<file path="src/rtl/uart_matmul_core_if.sv">
// Byte-stream bundle between the UART receiver/transmitter and the matmul core.
// Latency: none; wires only.
// Backpressure: the tx side uses a start/busy handshake; the rx side cannot be stalled.
interface uart_matmul_core_if;
    logic       rx_valid;
    logic [7:0] rx_data;
    logic       rx_err;
    logic       tx_start;
    logic [7:0] tx_data;
    logic       tx_busy;

    // Environment side: the receiver drives rx_*, the transmitter drives tx_busy.
    modport master (
        output rx_valid, rx_data, rx_err, tx_busy,
        input  tx_start, tx_data
    );

    // Core side.
    modport slave (
        input  rx_valid, rx_data, rx_err, tx_busy,
        output tx_start, tx_data
    );
endinterface

</file>
<file path="src/rtl/uart_matmul_core.sv">
// Collects A and B (DIM x DIM, u8, row-major) from rx bytes, computes C = A*B with one MAC per clk, sends C MSB-first.
// Latency: DIM^3+2 clk from the last rx byte to the first tx_start; one tx byte in flight at a time.
// Backpressure: tx_start is held until tx_busy is seen; rx bytes arriving while busy are dropped and set ovf.
// Build option: define UART_MATMUL_SAT_EN to saturate each C element to 0xFFFF; otherwise it wraps to 16 bits.
module uart_matmul_core #(
    parameter int DIM = 2,
    parameter int CW  = 18
) (
    input  logic              clk,
    input  logic              rst,
    uart_matmul_core_if.slave bus,
    output logic              busy,
    output logic              done,
    output logic              ovf,
    output logic [7:0]        led
);

    localparam int         N         = DIM * DIM;
    localparam int         AW        = (N > 1) ? $clog2(N) : 1;
    localparam int         IW        = (DIM > 1) ? $clog2(DIM) : 1;
    localparam logic [4:0] LAST_SLOT = 5'(2 * N - 1);
    localparam logic [IW-1:0] LAST_IDX = IW'(DIM - 1);

    typedef enum logic [2:0] {
        S_LOAD   = 3'd0,
        S_MAC    = 3'd1,
        S_SEND   = 3'd2,
        S_ACCEPT = 3'd3,
        S_DRAIN  = 3'd4
    } state_t;

    state_t        state_q, state_d;
    logic [4:0]    cnt_q, cnt_d;        // rx slot while loading, tx byte index while sending
    logic [IW-1:0] i_q, i_d, j_q, j_d, k_q, k_d;
    logic [CW-1:0] acc_q, acc_d;
    logic          tx_start_q, tx_start_d;
    logic [7:0]    tx_data_q, tx_data_d;
    logic          done_q, done_d;
    logic          ovf_q, ovf_d;

    logic [7:0]    a_mem [N];
    logic [7:0]    b_mem [N];
    logic [15:0]   c_mem [N];

    logic          ld_we;
    logic          c_we;
    logic [AW-1:0] a_waddr, b_waddr;
    logic [AW-1:0] a_raddr, b_raddr, c_addr, c_raddr;
    logic [15:0]   prod;
    logic [CW-1:0] sum;
    logic [15:0]   c_red;
    logic [15:0]   c_rd;
    logic [7:0]    send_byte;

    // Address and datapath arithmetic shared by the FSM and the storage.
    always_comb begin
        a_waddr   = AW'(cnt_q);
        b_waddr   = AW'(cnt_q - 5'(N));
        a_raddr   = AW'(32'(i_q) * DIM + 32'(k_q));
        b_raddr   = AW'(32'(k_q) * DIM + 32'(j_q));
        c_addr    = AW'(32'(i_q) * DIM + 32'(j_q));
        c_raddr   = AW'(cnt_q >> 1);
        prod      = 16'(a_mem[a_raddr]) * 16'(b_mem[b_raddr]);
        sum       = acc_q + CW'(prod);
        c_rd      = c_mem[c_raddr];
        send_byte = cnt_q[0] ? c_rd[7:0] : c_rd[15:8];
    end

`ifdef UART_MATMUL_SAT_EN
    // Clamp sums that do not fit in 16 bits.
    always_comb begin
        c_red = (sum > CW'(32'h0000_FFFF)) ? 16'hFFFF : sum[15:0];
    end
`else
    // Keep the low 16 bits; overflow wraps.
    always_comb begin
        c_red = sum[15:0];
    end
`endif

    // Next-state and output decode; rx_err beats rx_valid when both arrive together.
    always_comb begin
        state_d    = state_q;
        cnt_d      = cnt_q;
        i_d        = i_q;
        j_d        = j_q;
        k_d        = k_q;
        acc_d      = acc_q;
        tx_start_d = tx_start_q;
        tx_data_d  = tx_data_q;
        done_d     = 1'b0;
        ovf_d      = ovf_q;
        ld_we      = 1'b0;
        c_we       = 1'b0;

        if (state_q != S_LOAD && bus.rx_valid) begin
            ovf_d = 1'b1;
        end

        unique case (state_q)
            S_LOAD: begin
                if (bus.rx_err) begin
                    cnt_d = 5'd0;
                end else if (bus.rx_valid) begin
                    ld_we = 1'b1;
                    if (cnt_q == LAST_SLOT) begin
                        cnt_d   = 5'd0;
                        i_d     = '0;
                        j_d     = '0;
                        k_d     = '0;
                        acc_d   = '0;
                        state_d = S_MAC;
                    end else begin
                        cnt_d = cnt_q + 5'd1;
                    end
                end
            end
            S_MAC: begin
                if (k_q == LAST_IDX) begin
                    c_we  = 1'b1;
                    acc_d = '0;
                    k_d   = '0;
                    if (j_q == LAST_IDX) begin
                        j_d = '0;
                        if (i_q == LAST_IDX) begin
                            i_d     = '0;
                            cnt_d   = 5'd0;
                            state_d = S_SEND;
                        end else begin
                            i_d = i_q + 1'b1;
                        end
                    end else begin
                        j_d = j_q + 1'b1;
                    end
                end else begin
                    acc_d = sum;
                    k_d   = k_q + 1'b1;
                end
            end
            S_SEND: begin
                tx_data_d  = send_byte;
                tx_start_d = 1'b1;
                state_d    = S_ACCEPT;
            end
            S_ACCEPT: begin
                if (bus.tx_busy) begin
                    tx_start_d = 1'b0;
                    state_d    = S_DRAIN;
                end
            end
            S_DRAIN: begin
                if (!bus.tx_busy) begin
                    if (cnt_q < LAST_SLOT) begin
                        cnt_d   = cnt_q + 5'd1;
                        state_d = S_SEND;
                    end else begin
                        done_d  = 1'b1;
                        cnt_d   = 5'd0;
                        state_d = S_LOAD;
                    end
                end
            end
            default: begin
                state_d = S_LOAD;
            end
        endcase
    end

    // Control state register with asynchronous reset.
    always_ff @(posedge clk or posedge rst) begin
        if (rst) begin
            state_q    <= S_LOAD;
            cnt_q      <= 5'd0;
            i_q        <= '0;
            j_q        <= '0;
            k_q        <= '0;
            acc_q      <= '0;
            tx_start_q <= 1'b0;
            tx_data_q  <= 8'd0;
            done_q     <= 1'b0;
            ovf_q      <= 1'b0;
        end else begin
            state_q    <= state_d;
            cnt_q      <= cnt_d;
            i_q        <= i_d;
            j_q        <= j_d;
            k_q        <= k_d;
            acc_q      <= acc_d;
            tx_start_q <= tx_start_d;
            tx_data_q  <= tx_data_d;
            done_q     <= done_d;
            ovf_q      <= ovf_d;
        end
    end

    // Matrix storage; contents are only meaningful once fully written, so no reset.
    always_ff @(posedge clk) begin
        if (ld_we && cnt_q < 5'(N)) begin
            a_mem[a_waddr] <= bus.rx_data;
        end
        if (ld_we && cnt_q >= 5'(N)) begin
            b_mem[b_waddr] <= bus.rx_data;
        end
        if (c_we) begin
            c_mem[c_addr] <= c_red;
        end
    end

    // Output mapping; busy follows the state so reset clears it immediately.
    always_comb begin
        bus.tx_start = tx_start_q;
        bus.tx_data  = tx_data_q;
        busy         = (state_q != S_LOAD);
        done         = done_q;
        ovf          = ovf_q;
        led          = {3'(state_q), cnt_q};
    end

endmodule

</file>
<file path="src/flat_wrapper.sv">
// flat-port wrapper written by rule: the top's interface ports become plain ports
module uart_matmul_core_flat 
#(
    parameter int DIM = 2,
    parameter int CW  = 18
)
  (clk, rst, busy, done, ovf, led, bus_rx_valid, bus_rx_data, bus_rx_err, bus_tx_busy, bus_tx_start, bus_tx_data);
  uart_matmul_core_if bus_i ();
  input  logic clk;
  input  logic rst;
  output logic busy;
  output logic done;
  output logic ovf;
  output logic [7:0] led;
  input wire logic [$bits(bus_i.rx_valid)-1:0] bus_rx_valid;
  input wire logic [$bits(bus_i.rx_data)-1:0] bus_rx_data;
  input wire logic [$bits(bus_i.rx_err)-1:0] bus_rx_err;
  input wire logic [$bits(bus_i.tx_busy)-1:0] bus_tx_busy;
  output wire logic [$bits(bus_i.tx_start)-1:0] bus_tx_start;
  output wire logic [$bits(bus_i.tx_data)-1:0] bus_tx_data;
  assign bus_i.rx_valid = bus_rx_valid;
  assign bus_i.rx_data = bus_rx_data;
  assign bus_i.rx_err = bus_rx_err;
  assign bus_i.tx_busy = bus_tx_busy;
  assign bus_tx_start = bus_i.tx_start;
  assign bus_tx_data = bus_i.tx_data;
  uart_matmul_core #(.DIM(DIM), .CW(CW)) u_core (.clk(clk), .rst(rst), .bus(bus_i), .busy(busy), .done(done), .ovf(ovf), .led(led));
endmodule
</file>
<file path="config.mk">
export PLATFORM = sky130hd
export DESIGN_NAME = uart_matmul_core_flat
export DESIGN_NICKNAME = d
export VERILOG_FILES = /design/src/rtl/uart_matmul_core_if.sv /design/src/rtl/uart_matmul_core.sv /design/src/flat_wrapper.sv
export SDC_FILE = /design/constraint.sdc
export NUM_CORES = 1
export LEC_CHECK = 0
export ABC_AREA = 1
export CAP_MARGIN = 20
export CELL_PAD_IN_SITES_DETAIL_PLACEMENT = 1
export CELL_PAD_IN_SITES_GLOBAL_PLACEMENT = 1
export CORE_ASPECT_RATIO = 0.75
export CORE_MARGIN = 4
export CORE_UTILIZATION = 49
export CTS_CLUSTER_SIZE = 25
export DETAILED_ROUTE_END_ITERATION = 6
export PLACE_DENSITY = 0.83
export SLEW_MARGIN = 20
export SYNTH_ARGS = -nofsm -noshare
export SYNTH_HDL_FRONTEND = slang
export SYNTH_SLANG_ARGS = --single-unit
</file>
<file path="constraint.sdc">
create_clock -name clk -period 5.29 [get_ports clk]
set_input_delay 1.587 -clock clk [delete_from_list [all_inputs] [get_ports clk]]
set_output_delay 1.587 -clock clk [all_outputs]
set_load 0.03 [all_outputs]
</file>
Word-level counts from Yosys, hierarchy flattened

Memories as Yosys holds them, arrays and structs flattened.
Cells that the tools add are included.

Register bits: 40
Bits in writable memories: 128
Output and inout port bits: 20
Logic and storage cells: 107
Memories: 3

Memories:

| memory       | depth | width | rd ports | clocked after memory_dff | write ports | line                   | RTL |
|---|---|---|---|---|---|---|---|
| u_core.c_mem | 4     | 16    | 1        | 0                        | 1           | uart_matmul_core.sv:43 | `logic [15:0] c_mem [N];` |
| u_core.a_mem | 4     | 8     | 1        | 0                        | 1           | uart_matmul_core.sv:41 | `logic [7:0] a_mem [N];` |
| u_core.b_mem | 4     | 8     | 1        | 0                        | 1           | uart_matmul_core.sv:42 | `logic [7:0] b_mem [N];` |

Add/subtract/negate cells: 9
Multipliers: 1
Magnitude comparators: 3
Equality and inequality tests: 14
Multiplexer cells: 53
Reductions and logical operators: 14

Operators with widths:

| operator                                                                            | number |
|---|---|
| 18-bit 2-to-1 mux                                                                   | 4 |
| 5-bit 2-to-1 mux                                                                    | 8 |
| 18-bit case mux with 2 select lines                                                 | 1 |
| 1-bit 2-to-1 mux                                                                    | 24 |
| 3-bit 2-to-1 mux                                                                    | 8 |
| 18-bit by 16-bit adder with 18-bit output                                           | 1 |
| 8-bit by 8-bit multiplier with 16-bit output                                        | 1 |
| 3-bit case mux with 5 select lines                                                  | 1 |
| 5-bit case mux with 3 select lines                                                  | 1 |
| 6-bit AND reduction                                                                 | 2 |
| 5-bit by 3-bit less-than comparator with 1-bit output, second input constant        | 2 |
| 8-bit 2-to-1 mux                                                                    | 1 |
| 2-bit by 1-bit inequality test with 1-bit output, second input constant             | 4 |
| 2-bit inequality test, second input constant                                        | 4 |
| 1-bit case mux with 2 select lines                                                  | 4 |
| 8-bit AND reduction                                                                 | 1 |
| 2-bit by 1-bit adder with 2-bit output                                              | 3 |
| 3-bit by 2-bit equality test with 1-bit output, second input constant               | 2 |
| 3-bit nonzero test                                                                  | 2 |
| 5-bit by 1-bit adder with 5-bit output, second input constant                       | 1 |
| 5-bit by 3-bit equality test with 1-bit output, second input constant               | 1 |
| 5-bit by 3-bit greater-or-equal comparator with 1-bit output, second input constant | 1 |
| 5-bit AND reduction                                                                 | 1 |
| 4-bit AND reduction                                                                 | 1 |
| 10 further kinds                                                                    | 15 |

Longest topological paths before layout

Depth in word-level cells: 6
Depth in mapped cells: 26
Gate-level depth less buffers: 24

Worst setup path before layout

Ideal clock, no wire load.

Path kind: reg-to-reg
Start: register u_core.k_q
End: memory u_core.c_mem[0][12], data pin
Arrival: 4.396 ns
Setup slack: 0.630 ns
Stages on the path, launching flop included: 20
Buffers on the path: 2
Clock period less this slack: 4.660 ns
Cells stage by stage: dfrtp_1 -> buf_6 -> inv_4 -> clkbuf_2 -> o21ai_0 -> o22ai_2 -> nand2_1 -> fa_1 -> inv_1 -> fa_1 -> inv_1 -> fa_1 -> fa_1 -> inv_1 -> ha_1 -> nand2_1 -> nand2_1 -> a31oi_1 -> nand4_1 -> and2_1

Word-level cells in the longest chain between the ends: 4
Elaborated cells on any way between the ends: 6
Those cells by class: add/sub: 3; mul: 1; memory: 2

Ends and longest elaborated chain:

| what                                                      | line                                           | RTL |
|---|---|---|
| start: declaration                                        | uart_matmul_core.sv:34                         | `logic [IW-1:0] i_q, i_d, j_q, j_d, k_q, k_d;` |
| start signal: assignment                                  | uart_matmul_core.sv:187                        | `k_q <= k_d;` |
| 2-bit by 1-bit adder with 2-bit output (on tied branches) | uart_matmul_core.sv:59, uart_matmul_core.sv:60 |  |
| memory read 4 x 8 bit (on tied branches)                  | n/a                                            |  |
| 8-bit by 8-bit multiplier with 16-bit output *            | uart_matmul_core.sv:63                         | `prod = 16'(a_mem[a_raddr]) * 16'(b_mem[b_raddr]);` |
| 18-bit by 16-bit adder with 18-bit output *               | uart_matmul_core.sv:64                         | `sum = acc_q + CW'(prod);` |
| via u_core.sum[12]                                        | uart_matmul_core.sv:50                         | `logic [CW-1:0] sum;` |
| end: declaration                                          | uart_matmul_core.sv:43                         |  |

The timed path passes the listed nets; every way through them passes the cells marked *.

Worst setup path in the final report

Start: register u_core.j_q
End: memory u_core.c_mem[1][10], data pin

Word-level cells in the longest chain between the ends: 4

Ends and longest elaborated chain:

| what                                         | line                    | RTL |
|---|---|---|
| start: declaration                           | uart_matmul_core.sv:34  |  |
| start signal: assignment                     | uart_matmul_core.sv:186 | `j_q <= j_d;` |
| 2-bit by 1-bit adder with 2-bit output       | uart_matmul_core.sv:60  | `b_raddr = AW'(32'(k_q) * DIM + 32'(j_q));` |
| memory read 4 x 8 bit                        | n/a                     |  |
| 8-bit by 8-bit multiplier with 16-bit output | uart_matmul_core.sv:63  |  |
| 18-bit by 16-bit adder with 18-bit output    | uart_matmul_core.sv:64  |  |
| via u_core.sum[10]                           | uart_matmul_core.sv:50  |  |

The timed path passes the listed nets, and every way through them passes these cells.

==> summary.md <==
| Metric | Value |
|---|---|
| Grt ovf | `0` |
| Ys async rst share | `0.229` |
| Non-filler cells, final | `1314` |
| Clock Sinks | `166` |
| Final HPWL from detailed placement | `19300 um` |
| Clock skew | `17.3 ps` |
| Min-delay worst type | `flop to flop` |
| Initial antenna violation count | `0` |
| Max-Cap Viols | `0` |
| Mean Syn Cell Area | `9.92 um^2` |
| Startpoint types | `flop` |
| Post-route DRC violation count | `0` |
| Met2 Use GR | `0.470` |
| Min cycle time layout | `5140 ps` |
| Syn Nets | `1063` |
| CTS tree | `built` |
| Hold EP | `u_core.bus.tx_data[7]` |
| Number of synthesized register bits | `166` |
| Worst endpoint required time | `5490 ps` |
| Pins Over Slew Limit | `0` |
| Synth warn | `0` |
| Via/cell ratio | `5.56` |
| Core box area | `18800 um^2` |
| RSZ-0062 raised after global routing | `true` |
| Starting Density | `0.508` |
| ANT cells | `0` |
| Share of the synthesized area in the top cell type | `0.403` |
| Port bufs | `32` |
| Hold_buf cts | `0` |
| Row count | `43` |
| Synthesized area | `9540 um^2` |
| WP data arrival | `5330 ps` |
| Sequential cell area | `4800 um^2` |
| Synth area leaders | `edfxtp_1, fa_1, dfrtp_1, nand2_1, inv_1` |
| Pin count of the biggest net entering global routing | `39` |
| CTS max path bufs | `2` |
| Worst Path Max Fanout | `20` |
| Most frequent cells after synthesis | `nand2_1, inv_1, edfxtp_1, nor2_1, o21ai_0` |
| Distinct cell type count after synthesis | `42` |
| Worst-Margin Slew | `1050 ps` |
| 1st-iter DRT viols | `556` |
| Clk_lat worst skew | `450 ps` |
| Wire per inst | `21.5 um` |
| Worst Hold Depth | `2` |
| Slew HR | `0.300` |
| Met3 Track Usage GR | `0.0482` |
| Outcome | `completed` |
| Primary FF master, synth | `edfxtp_1` |
| Cell taking the most area after synthesis | `edfxtp_1` |
| DR vias | `7303` |
| Met1 Track Usage GR | `0.332` |
| CTS clock-pin slew for the worst setup and hold paths | `90 ps` |
| Final Hold Viols | `0` |
| Die Height | `129 um` |
| Clk root buf | `clkbuf_16` |
| Post-synth EDFFs | `128` |
| GR peak layer | `met2` |
| RD Place Congestion | `0.845` |
| Nature of the critical path endpoint | `flop` |
| Number of global-route vias before repair | `8072` |
| Reg2reg path depth | `22` |
| Most numerous cell in the Yosys netlist | `nand2_1` |
| Die X | `169 um` |
| Final period util | `0.971` |
| Filler Cells Inserted | `2066` |
| CTS Buf Count | `17` |
| # setup viols final | `0` |
| DP Cell Count | `1265` |
| Worst hold start | `u_core.bus.tx_data[7]` |
| First-pass GRT wire length | `43800 um` |
| I/O pin count | `33` |
| TNS Setup | `0 ps` |
| Sequential area share after synthesis | `0.503` |
| WL final | `28300 um` |
| Post-route ant nets | `0` |
| Pre-antenna DRT Iters | `5` |
| Area occupied by multi-input gates | `4020 um^2` |
| Cells after synthesis | `961` |
| Worst setup path category | `flop to flop` |
| Fraction of layout cells with a size suffix above 1 | `0.148` |
| Maximum clock frequency | `195 MHz` |
| Total Routing Usage GR | `0.266` |
| Syn-to-layout area delta | `18.1%` |
| Die area | `21800 um^2` |
| Nets | `1156` |
| Worst reg-to-reg setup slack | `150 ps` |
| RR Endpoint | `u_core.c_mem[1][10]` |
| Worst flop-to-flop path startpoint | `u_core.j_q` |
| CTS HTree Levels | `4` |
-- cell usage in the layout (no fill, tap or decap), types with 16 or more instances in the layout --
cell type	count
nor2_1	102
nand2_1	193
o21ai_0	73
edfxtp_1	128
clkdlybuf4s50_1	32
inv_1	176
o22ai_2	16
buf_4	58
fa_1	49
dfrtp_1	37
nand3_1	30
clkbuf_16	17
ha_1	37
-- final cells by class --
| type | instances | area share |
|---|---|---|
| Clock buffer | 17 | 0.0378 |
| Multi-Input combinational cell | 588 | 0.357 |
| Clock inverter | 15 | 0.0157 |
| Timing Repair Buffer | 94 | 0.0718 |
| Tap cell | 247 | 0.0274 |
| Inverter | 186 | 0.0637 |
| Timing Repair inverter | 1 | 0.000777 |
| Sequential cell | 166 | 0.426 |
-- metal layers --
metal | vias up | share of wire
met3 | 67 | 0.056
met4 | 0 | 0.027
li1 | 3293 | -
met1 | 3666 | 0.41
met2 | 277 | 0.50
met5 | - | 0
-- logic make-up (layout without fill, tap and decap cells) --
group,after synthesis,in the layout,share of synthesized area
flip-flops,166,166,0.503
adder cells (fa/ha/maj),89,89,0.156
AO/OA/AOI/OAI,131,131,0.0913
XOR/XNOR,6,6,0.00551
AND/OR/NAND/NOR,362,362,0.157
buffers and inverters,207,313,0.0871
-- repair_timing --
action / in CTS / in global routing
gates cloned: 0 / 1
setup buffers: 5 / 11
endpoints found under the setup margin: 31 / 42
gates resized for setup: 2 / 31
pin swaps: 2 / 7
-- registers in the layout (all words and copies together) (netlist names) --
register and flops:
u_core.cnt_q 5, u_core.b_mem 32, u_core.i_q 1, u_core.state_q 3, u_core.a_mem 32, u_core.j_q 1
u_core.ovf 1, u_core.done 1, u_core.c_mem 64, u_core.bus.tx_data 8, u_core.bus.tx_start 1, u_core.acc_q 16
u_core.k_q 1
-- worst max-delay path, stage by stage, from the launching register on --
cell	delay [ps]
dfrtp_1	400
buf_6	220
o21ai_0	140
o22ai_2	350
buf_4	200
nand2_1	50
inv_1	90
fa_1	450
fa_1	510
fa_1	560
inv_1	80
fa_1	560
inv_1	50
ha_1	320
buf_4	160
nand2_1	60
nand2_1	70
inv_1	60
nand2_1	70
inv_1	60
nand2_1	70
xor2_2	170
buf_4	170
-- through the flow --
step / setup slack, ps / hold slack (ps) / utilization / cell area (um^2)
floorplan: 630 / 446 / - / 9540
global placement: 171 / 459 / 0.556 / 10400
detailed placement: 2.62 / 466 / 0.556 / 10400
CTS: 85.1 / 486 / 0.590 / 11100
global route: -58.4 / 518 / 0.600 / 11300
finish: 155 / 481 / 0.600 / 11300
-- worst max-delay path by stage --
| stage | endpoint | cells past startpoint | slack, ps | start |
|---|---|---|---|---|
| 6_report | u_core.c_mem[1][10] | 22 | 150 | u_core.j_q |
| 5_1_grt | u_core.c_mem[1][10] | 22 | -60 | u_core.j_q |
| 4_1_cts | u_core.c_mem[1][8] | 17 | 90 | u_core.k_q |
| 3_5_place_dp | u_core.c_mem[0][12] | 18 | 3 | u_core.k_q |
| 3_3_place_gp | u_core.c_mem[0][12] | 18 | 170 | u_core.k_q |
| 2_1_floorplan | u_core.c_mem[0][12] | 19 | 630 | u_core.k_q |
Power is left out: the tool's default activity adds up to more than one toggle a clock period on the data nets, which glitch-free logic cannot reach.
